==> config.mk <==
export PLATFORM = sky130hd
export DESIGN_NAME = radix2_div_flat
export DESIGN_NICKNAME = d
export VERILOG_FILES = /design/src/rtl/radix2_div_if.sv /design/src/rtl/radix2_div.sv /design/src/flat_wrapper.sv
export SDC_FILE = /design/constraint.sdc
export NUM_CORES = 1
export LEC_CHECK = 0
export ABC_AREA = 1
export CAP_MARGIN = 20
export CORE_ASPECT_RATIO = 0.9
export CORE_MARGIN = 10
export CORE_UTILIZATION = 39
export CTS_CLUSTER_SIZE = 14
export DETAILED_ROUTE_END_ITERATION = 8
export SYNTH_ARGS = -nofsm -noshare
export SYNTH_HDL_FRONTEND = slang
export SYNTH_SLANG_ARGS = --single-unit
==> constraint.sdc <==
create_clock -name clk -period 13 [get_ports clk]
set_input_delay 2.6 -clock clk [delete_from_list [all_inputs] [get_ports clk]]
set_output_delay 2.6 -clock clk [all_outputs]
set_load 0.05 [all_outputs]
==> src/rtl/radix2_div_if.sv <==
// Request/response bundle between the execute stage and the iterative divider.
//   master : execute stage, drives the start request and operands, receives results.
//   slave  : divider, samples the request and returns quotient/remainder with status.
interface radix2_div_if #(
  parameter int unsigned WIDTH = 32
);
  logic             div_en;        // one-cycle start request
  logic             div_signed;    // 1 = DIV, 0 = DIVU
  logic [WIDTH-1:0] dividend;
  logic [WIDTH-1:0] divisor;
  logic [WIDTH-1:0] quotient;      // held until the next result
  logic [WIDTH-1:0] remainder;     // held until the next result
  logic             div_busy;      // high while iterating
  logic             div_complete;  // one-cycle result-valid pulse

  modport master (
    output div_en, div_signed, dividend, divisor,
    input  quotient, remainder, div_busy, div_complete
  );

  modport slave (
    input  div_en, div_signed, dividend, divisor,
    output quotient, remainder, div_busy, div_complete
  );
endinterface

==> src/rtl/radix2_div.sv <==
// Iterative restoring divider for DIV/DIVU. One quotient bit per clock, fixed latency:
// a start accepted on edge N gives div_busy for WIDTH cycles and div_complete one cycle later.
// Ports:
//   clk    : system clock, rising edge
//   reset  : asynchronous, active-high; aborts any operation in flight
//   bus    : radix2_div_if slave (div_en, div_signed, dividend, divisor in;
//            quotient, remainder, div_busy, div_complete out)
module radix2_div #(
  parameter int unsigned WIDTH = 32
) (
  input logic         clk,
  input logic         reset,
  radix2_div_if.slave bus
);

  localparam int unsigned CntW = $clog2(WIDTH) + 1;
  localparam logic [CntW-1:0] LastCnt = CntW'(WIDTH - 1);

  typedef enum logic [1:0] {StIdle, StCalc, StDone} state_e;

  state_e           state_q, state_d;
  logic [CntW-1:0]  cnt_q, cnt_d;
  logic [WIDTH-1:0] rem_q, rem_d;          // partial remainder
  logic [WIDTH-1:0] quo_q, quo_d;          // shifts out dividend bits, shifts in quotient bits
  logic [WIDTH-1:0] dvsr_q, dvsr_d;        // |divisor|
  logic [WIDTH-1:0] dvnd_q, dvnd_d;        // raw dividend, returned on divide-by-zero
  logic             neg_quo_q, neg_quo_d;
  logic             neg_rem_q, neg_rem_d;
  logic             div_zero_q, div_zero_d;
  logic [WIDTH-1:0] quotient_q, quotient_d;
  logic [WIDTH-1:0] remainder_q, remainder_d;

  logic [WIDTH-1:0] dvnd_abs, dvsr_abs;
  logic [WIDTH:0]   rem_shift, trial;
  logic [WIDTH-1:0] rem_next, quo_next;

  // Magnitudes in two's complement; -2^(W-1) maps onto itself, which is the correct
  // unsigned magnitude.
  assign dvnd_abs = (bus.div_signed && bus.dividend[WIDTH-1]) ? -bus.dividend : bus.dividend;
  assign dvsr_abs = (bus.div_signed && bus.divisor[WIDTH-1])  ? -bus.divisor  : bus.divisor;

  // One restoring step; the extra top bit of trial is the borrow.
  assign rem_shift = {rem_q, quo_q[WIDTH-1]};
  assign trial     = rem_shift - {1'b0, dvsr_q};
  assign rem_next  = trial[WIDTH] ? rem_shift[WIDTH-1:0] : trial[WIDTH-1:0];
  assign quo_next  = {quo_q[WIDTH-2:0], ~trial[WIDTH]};

  always_comb begin
    state_d     = state_q;
    cnt_d       = cnt_q;
    rem_d       = rem_q;
    quo_d       = quo_q;
    dvsr_d      = dvsr_q;
    dvnd_d      = dvnd_q;
    neg_quo_d   = neg_quo_q;
    neg_rem_d   = neg_rem_q;
    div_zero_d  = div_zero_q;
    quotient_d  = quotient_q;
    remainder_d = remainder_q;

    unique case (state_q)
      StIdle, StDone: begin
        state_d = StIdle;
        if (bus.div_en) begin
          state_d    = StCalc;
          cnt_d      = '0;
          rem_d      = '0;
          quo_d      = dvnd_abs;
          dvsr_d     = dvsr_abs;
          dvnd_d     = bus.dividend;
          neg_quo_d  = bus.div_signed && (bus.dividend[WIDTH-1] ^ bus.divisor[WIDTH-1]);
          neg_rem_d  = bus.div_signed && bus.dividend[WIDTH-1];
          div_zero_d = (bus.divisor == '0);
        end
      end
      StCalc: begin
        rem_d = rem_next;
        quo_d = quo_next;
        cnt_d = cnt_q + CntW'(1);
        if (cnt_q == LastCnt) begin
          // Results are published on the same edge as the final iteration.
          state_d = StDone;
          if (div_zero_q) begin
            quotient_d  = '1;
            remainder_d = dvnd_q;
          end else begin
            quotient_d  = neg_quo_q ? -quo_next : quo_next;
            remainder_d = neg_rem_q ? -rem_next : rem_next;
          end
        end
      end
      default: state_d = StIdle;
    endcase
  end

  always_ff @(posedge clk or posedge reset) begin
    if (reset) begin
      state_q     <= StIdle;
      cnt_q       <= '0;
      rem_q       <= '0;
      quo_q       <= '0;
      dvsr_q      <= '0;
      dvnd_q      <= '0;
      neg_quo_q   <= 1'b0;
      neg_rem_q   <= 1'b0;
      div_zero_q  <= 1'b0;
      quotient_q  <= '0;
      remainder_q <= '0;
    end else begin
      state_q     <= state_d;
      cnt_q       <= cnt_d;
      rem_q       <= rem_d;
      quo_q       <= quo_d;
      dvsr_q      <= dvsr_d;
      dvnd_q      <= dvnd_d;
      neg_quo_q   <= neg_quo_d;
      neg_rem_q   <= neg_rem_d;
      div_zero_q  <= div_zero_d;
      quotient_q  <= quotient_d;
      remainder_q <= remainder_d;
    end
  end

  assign bus.quotient     = quotient_q;
  assign bus.remainder    = remainder_q;
  assign bus.div_busy     = (state_q == StCalc);
  assign bus.div_complete = (state_q == StDone);

endmodule

==> src/flat_wrapper.sv <==
// flat-port wrapper written by rule: the top's interface ports become plain ports
module radix2_div_flat 
#(
  parameter int unsigned WIDTH = 32
)
  (clk, reset, bus_div_en, bus_div_signed, bus_dividend, bus_divisor, bus_quotient, bus_remainder, bus_div_busy, bus_div_complete);
  radix2_div_if #(.WIDTH(WIDTH)) bus_i ();
  input logic clk;
  input logic reset;
  input wire logic [$bits(bus_i.div_en)-1:0] bus_div_en;
  input wire logic [$bits(bus_i.div_signed)-1:0] bus_div_signed;
  input wire logic [$bits(bus_i.dividend)-1:0] bus_dividend;
  input wire logic [$bits(bus_i.divisor)-1:0] bus_divisor;
  output wire logic [$bits(bus_i.quotient)-1:0] bus_quotient;
  output wire logic [$bits(bus_i.remainder)-1:0] bus_remainder;
  output wire logic [$bits(bus_i.div_busy)-1:0] bus_div_busy;
  output wire logic [$bits(bus_i.div_complete)-1:0] bus_div_complete;
  assign bus_i.div_en = bus_div_en;
  assign bus_i.div_signed = bus_div_signed;
  assign bus_i.dividend = bus_dividend;
  assign bus_i.divisor = bus_divisor;
  assign bus_quotient = bus_i.quotient;
  assign bus_remainder = bus_i.remainder;
  assign bus_div_busy = bus_i.div_busy;
  assign bus_div_complete = bus_i.div_complete;
  radix2_div #(.WIDTH(WIDTH)) u_core (.clk(clk), .reset(reset), .bus(bus_i));
endmodule
Word level (Yosys, flattened, before mapping)
Index checks and enable logic that the tools add are counted.
{"block": "totals", "reg_bits": 203, "inputBits": 68, "out_inout_bits": 66, "elab_cells": 50}
{"block": "op_classes", "n_addsub": 6, "n_eq_ne": 5, "n_mux": 16, "n_bitwise": 2, "reduce_logical": 10}
{"cell": "$mux W32", "n": 9}
{"cell": "$neg A32 Y32", "n": 4}
{"cell": "$pmux W32 S2", "n": 2}
{"cell": "$sub A33 B32 Y33", "n": 1}
{"cell": "$logic_not A32 Y1", "n": 1}
{"cell": "$pmux W6 S2", "n": 1}
{"cell": "$add A6 B1 Y6 const B", "n": 1}
{"cell": "$eq A6 B5 Y1 const B", "n": 1}
{"cell": "$mux W6", "n": 1}
{"cell": "$reduce_and A2 Y1", "n": 3}
{"cell": "$pmux W2 S2", "n": 1}
{"cell": "$logic_and A1 B1 Y1", "n": 3}
{"cell": "$eq A2 B1 Y1 const B", "n": 1}
{"cell": "$eq A2 B2 Y1 const B", "n": 1}
{"cell": "$logic_not A2 Y1", "n": 1}
{"cell": "$mux W2", "n": 1}
{"cell": "$ne A2 B1 Y1 const B", "n": 1}
{"cell": "$ne A2 B2 Y1 const B", "n": 1}
{"cell": "$reduce_bool A2 Y1", "n": 1}
{"cell": "$reduce_or A2 Y1", "n": 1}
{"cell": "$mux W1", "n": 1}
{"cell": "$not A1 Y1", "n": 1}
{"cell": "$xor A1 B1 Y1", "n": 1}

Logic depth before layout (Yosys ltp)
{"block": "logic_depth", "depth_word": 5, "depth_mapped": 32}

Least setup slack after synthesis
No wires, ideal clock.
{"block": "synth_timing", "kind": "in2reg", "startpoint": "in bus_dividend[1]", "endpoint": "reg u_core.quo_q[28]", "setup_ns": 0.131, "t_arrival_ns": 4.440, "path_slack_ns": 8.429, "stages": 15, "n_path_buf": 0, "cell_sequence": "inv_1 > ha_1 > nand3_1 > nor3_1 > nand2_1 > nor3_1 > nand3_1 > nor3_1 > nand4_1 > nor2_1 > nand3_1 > inv_1 > nand2_1 > nand3_1 > nand4_1"}
{"block": "synth_between", "elab_chain_len": 4}
{"item": "start, declared", "line": "flat_wrapper.sv:12", "rtl": "input wire logic [$bits(bus_i.dividend)-1:0] bus_dividend;"}
{"item": "$neg A32 Y32", "line": "radix2_div.sv:39", "rtl": "assign dvnd_abs = (bus.div_signed && bus.dividend[WIDTH-1]) ? -bus.dividend : bus.dividend;"}
{"item": "$mux W32", "line": "radix2_div.sv:39"}
{"item": "$mux W32", "line": "radix2_div.sv:64", "rtl": "if (bus.div_en) begin"}
{"item": "$pmux W32 S2", "line": "radix2_div.sv:61", "rtl": "unique case (state_q)"}
{"item": "end signal, assigned", "line": "radix2_div.sv:113", "rtl": "quo_q <= quo_d;"}
{"item": "end, declared", "line": "radix2_div.sv:24", "rtl": "logic [WIDTH-1:0] quo_q, quo_d;"}
Every way passes these cells. The select of a mux whose other input is x is not followed.
A chain may end at the register's enable or synchronous reset.

Final worst setup path
{"block": "layout_timing", "startpoint": "reg u_core.quo_q[31]", "endpoint": "reg u_core.quotient_q[26] (netlist: u_core.bus.quotient[26])"}
{"block": "layout_between", "elab_chain_len": 5}
{"item": "$sub A33 B32 Y33", "line": "radix2_div.sv:44", "rtl": "assign trial = rem_shift - {1'b0, dvsr_q};"}
{"item": "$not A1 Y1", "line": "radix2_div.sv:46", "rtl": "assign quo_next = {quo_q[WIDTH-2:0], ~trial[WIDTH]};"}
{"item": "$neg A32 Y32", "line": "radix2_div.sv:87", "rtl": "quotient_d = neg_quo_q ? -quo_next : quo_next;"}
{"item": "$mux W32", "line": "radix2_div.sv:87"}
{"item": "$mux W32", "line": "radix2_div.sv:83", "rtl": "if (div_zero_q) begin"}
{"item": "end signal, assigned", "line": "radix2_div.sv:119", "rtl": "quotient_q <= quotient_d;"}
{"item": "end, declared", "line": "radix2_div.sv:30", "rtl": "logic [WIDTH-1:0] quotient_q, quotient_d;"}
Every way passes these cells.

==> results.sh <==
export IMPL_status="finished clean"
export IMPL_fin_crit_sh_pct=41.5
export IMPL_htree_num_levels=1
export IMPL_required_ns=13.40
export IMPL_synth_nets=2317
export IMPL_synth_cells=2211
export IMPL_clkTransAtPathRegs_ns=0.06
export IMPL_start_util_pct=39.6
export IMPL_synth_compound_area_share_pct=12.4
export IMPL_slew_violations=0
export IMPL_globalplace_congestion=0.975
export IMPL_setup_tns_ns=0
export IMPL_coreArea_um2=37200
export IMPL_criticalPathCategory="reg2reg"
export IMPL_syn_avg_cell_area_um2=6.66
export IMPL_tightest_slew_ns=1.11
export IMPL_yosysSeqAreaShare_pct=34.5
export IMPL_grt_pass1_wl_um=79200
export IMPL_fin_worst_skew_ns=0.0178
export IMPL_place_hpwl_um=38100
export IMPL_fillers=3858
export IMPL_ys_flop_type="dfrtp_1"
export IMPL_hp_class="reg2reg"
export IMPL_yosys_area_share_simple_pct=34.2
export IMPL_antenna_found_initial=0
export IMPL_place_inst=2765
export IMPL_rows=67
export IMPL_ys_ff_latch=203
export IMPL_path_max_fanout=46
export IMPL_die_y_um=204
export IMPL_clkLatencyLatePin_ns=0.54
export IMPL_cts_root_buf="clkbuf_16"
export IMPL_num_vias=14600
export IMPL_muxShareOfSynthArea_pct=0
export IMPL_synth_cell_types=53
export IMPL_diodes=0
export IMPL_firstDrtPassIters=7
export IMPL_die_area_um2=45900
export IMPL_wl_per_cell_um=17.7
export IMPL_drt_iter0_drc=1302
export IMPL_fin_nets=2418
export IMPL_synth_edf_count=0
export IMPL_post_cts_buffers=0
export IMPL_wl_um=49800
export IMPL_endpoint_kind="flip-flop"
export IMPL_grt_util_all_layers_pct=21.5
export IMPL_area_growth_pct=17.5
export IMPL_cap_violations=0
export IMPL_layout_drive_gt1_share_pct=6.05
export IMPL_grt_max_degree=134
export IMPL_clock_fmax_mhz=185
export IMPL_place_port_buffers=133
export IMPL_hold_buffers=0
export IMPL_synth_area_um2=14700
export IMPL_synth_top_family_by_area="simple AND/OR/NAND/NOR gates"
export IMPL_postPlaceCellArea_um2=16400
export IMPL_start_kind="flip-flop"
export IMPL_postLayoutCellArea_um2=17300
export IMPL_cts_made_buffers=26
export IMPL_cts_tree="built"
export IMPL_cp_data_arrival_time_ns=5.80
export IMPL_slew_headroom_pct=26.2
export IMPL_die_x_um=225
export IMPL_path_common_cell="nand2_1"
export IMPL_crit_path_max_incr_delay_ns=0.44
export IMPL_vias_per_cell=5.18
export IMPL_synth_xor_area_share_pct=4.58
export IMPL_final_cell_mix="nand2_1, inv_1, dfrtp_1, nor2_1"
export IMPL_critPathSlowestCell="fa_1"
export IMPL_min_period_ns=5.40
export IMPL_clkSinkCount=203
export IMPL_drc=0
export IMPL_timing_final_hold_violations=0
export IMPL_grt_ovfl_total=0
export IMPL_synthArstFlopShare_pct=100
export IMPL_synthAdderAreaFrac_pct=3.28
export IMPL_finalSetupViolations=0
export IMPL_fin_cells=2812
export IMPL_ios=134
export IMPL_rsz0062_at_grt="no"
export IMPL_yosys_warnings=0
export IMPL_clockBufferDepth=3
export IMPL_ant_nets=0
export IMPL_final_common_cell="nand2_1"
export IMPL_finish_utilization_pct=46.5
export IMPL_postCtsResizedCells=0
export IMPL_grt_pass1_vias=14100
==> area by class of cell <==
type	instances	area [um2]	share of cell area [%]
clock buffer	36	739	4.27
sequential	203	5080	29.4
tap	483	604	3.49
multi-input combinational	1597	8030	46.4
inverter	337	1270	7.35
timing repair buffer	147	1480	8.53
clock inverter	9	104	0.600
==> path summary, 6_finish.rpt <==
path                                          from  slack [ns]                 endpoint  cells past startpoint
setup / recovery                  u_core.quo_q[31]        7.60  u_core.bus.quotient[26]                     29
hold / removal             u_core.bus.remainder[8]        0.48  u_core.bus.remainder[8]                      2
setup reg to reg                  u_core.quo_q[31]        7.60  u_core.bus.quotient[26]                     29
hold reg to reg            u_core.bus.remainder[8]        0.48  u_core.bus.remainder[8]                      2
max in group asynchronous                    reset        8.79        u_core.dvnd_q[20]                      3
min in group asynchronous                    reset        2.70        u_core.dvsr_q[23]                      2
==> critical path, delay by kind of cell, from the launching register on <==
kind / cells / cell delay (ns)
and+or+nand+nor: 20 / 3.41
DFF: 1 / 0.36
adders and majority gates: 3 / 0.87
AOI/OAI and AO/OA: 3 / 0.30
buffers and inverters: 3 / 0.31
==> routing by layer <==
layer	vias to the layer above	routed length (um)	GRT usage (%)	share of wire, %
met1	6766	24600	32.2	49
met4	0	1050	5.31	2.1
met2	511	20800	31.5	42
met5	-	0	0	0
met3	66	3410	3.18	6.8
li1	7217	-	-	-
==> per-stage QoR <==
step | hold WS (ns) | setup WS [ns]
after global placement | 0.464 | 7.47
after global routing | 0.504 | 7.15
after floorplan | 0.444 | 4.86
after CTS | 0.483 | 7.75
after detailed placement | 0.467 | 7.37
final | 0.478 | 7.60
==> state kept, by name, indices dropped and copies added (netlist names) <==
register and flops:
u_core.neg_rem_q 1, u_core.dvnd_q 32, u_core.quo_q 32, u_core.bus.remainder 32, u_core.div_zero_q 1, u_core.rem_q 32, u_core.bus.quotient 32, u_core.dvsr_q 32
u_core.state_q 2, u_core.cnt_q 6, u_core.neg_quo_q 1
==> Yosys cell counts, types with 5 or more instances <==
| cell type | count | area share (%) |
|---|---|---|
| o221ai_1 | 24 | 1.4 |
| inv_1 | 324 | 8.3 |
| xnor2_1 | 11 | 0.65 |
| nand3b_1 | 10 | 0.51 |
| nor2_1 | 186 | 4.7 |
| o22a_1 | 8 | 0.48 |
| nor2_2 | 12 | 0.51 |
| buf_6 | 6 | 0.46 |
| nand2_1 | 719 | 18 |
| o211ai_1 | 5 | 0.25 |
| buf_2 | 7 | 0.24 |
| o21ai_0 | 101 | 3.4 |
| inv_2 | 10 | 0.25 |
| a31oi_1 | 5 | 0.21 |
| nand3_1 | 133 | 4.5 |
| o22ai_1 | 40 | 1.7 |
| clkbuf_1 | 51 | 1.3 |
| nand2_4 | 14 | 1.1 |
| o21ai_1 | 15 | 0.51 |
| nor3_1 | 25 | 0.85 |
| dfrtp_1 | 203 | 35 |
| nand2_2 | 34 | 1.4 |
| ha_1 | 37 | 3.1 |
| a21oi_1 | 81 | 2.8 |
| buf_1 | 6 | 0.15 |
| o31ai_1 | 5 | 0.25 |
| xor2_1 | 66 | 3.9 |
| nand4_1 | 25 | 1.1 |
==> kinds of logic after synthesis <==
logic type | count (synthesis)
XOR/XNOR | 77
AO/OA/AOI/OAI | 306
flip-flops | 203
buffers and inverters | 411
AND/OR/NAND/NOR | 1176
adder cells (fa/ha/maj) | 38
Power is not shown: default switching activity piles up to over one toggle a cycle in this logic, so the estimate is an artifact.
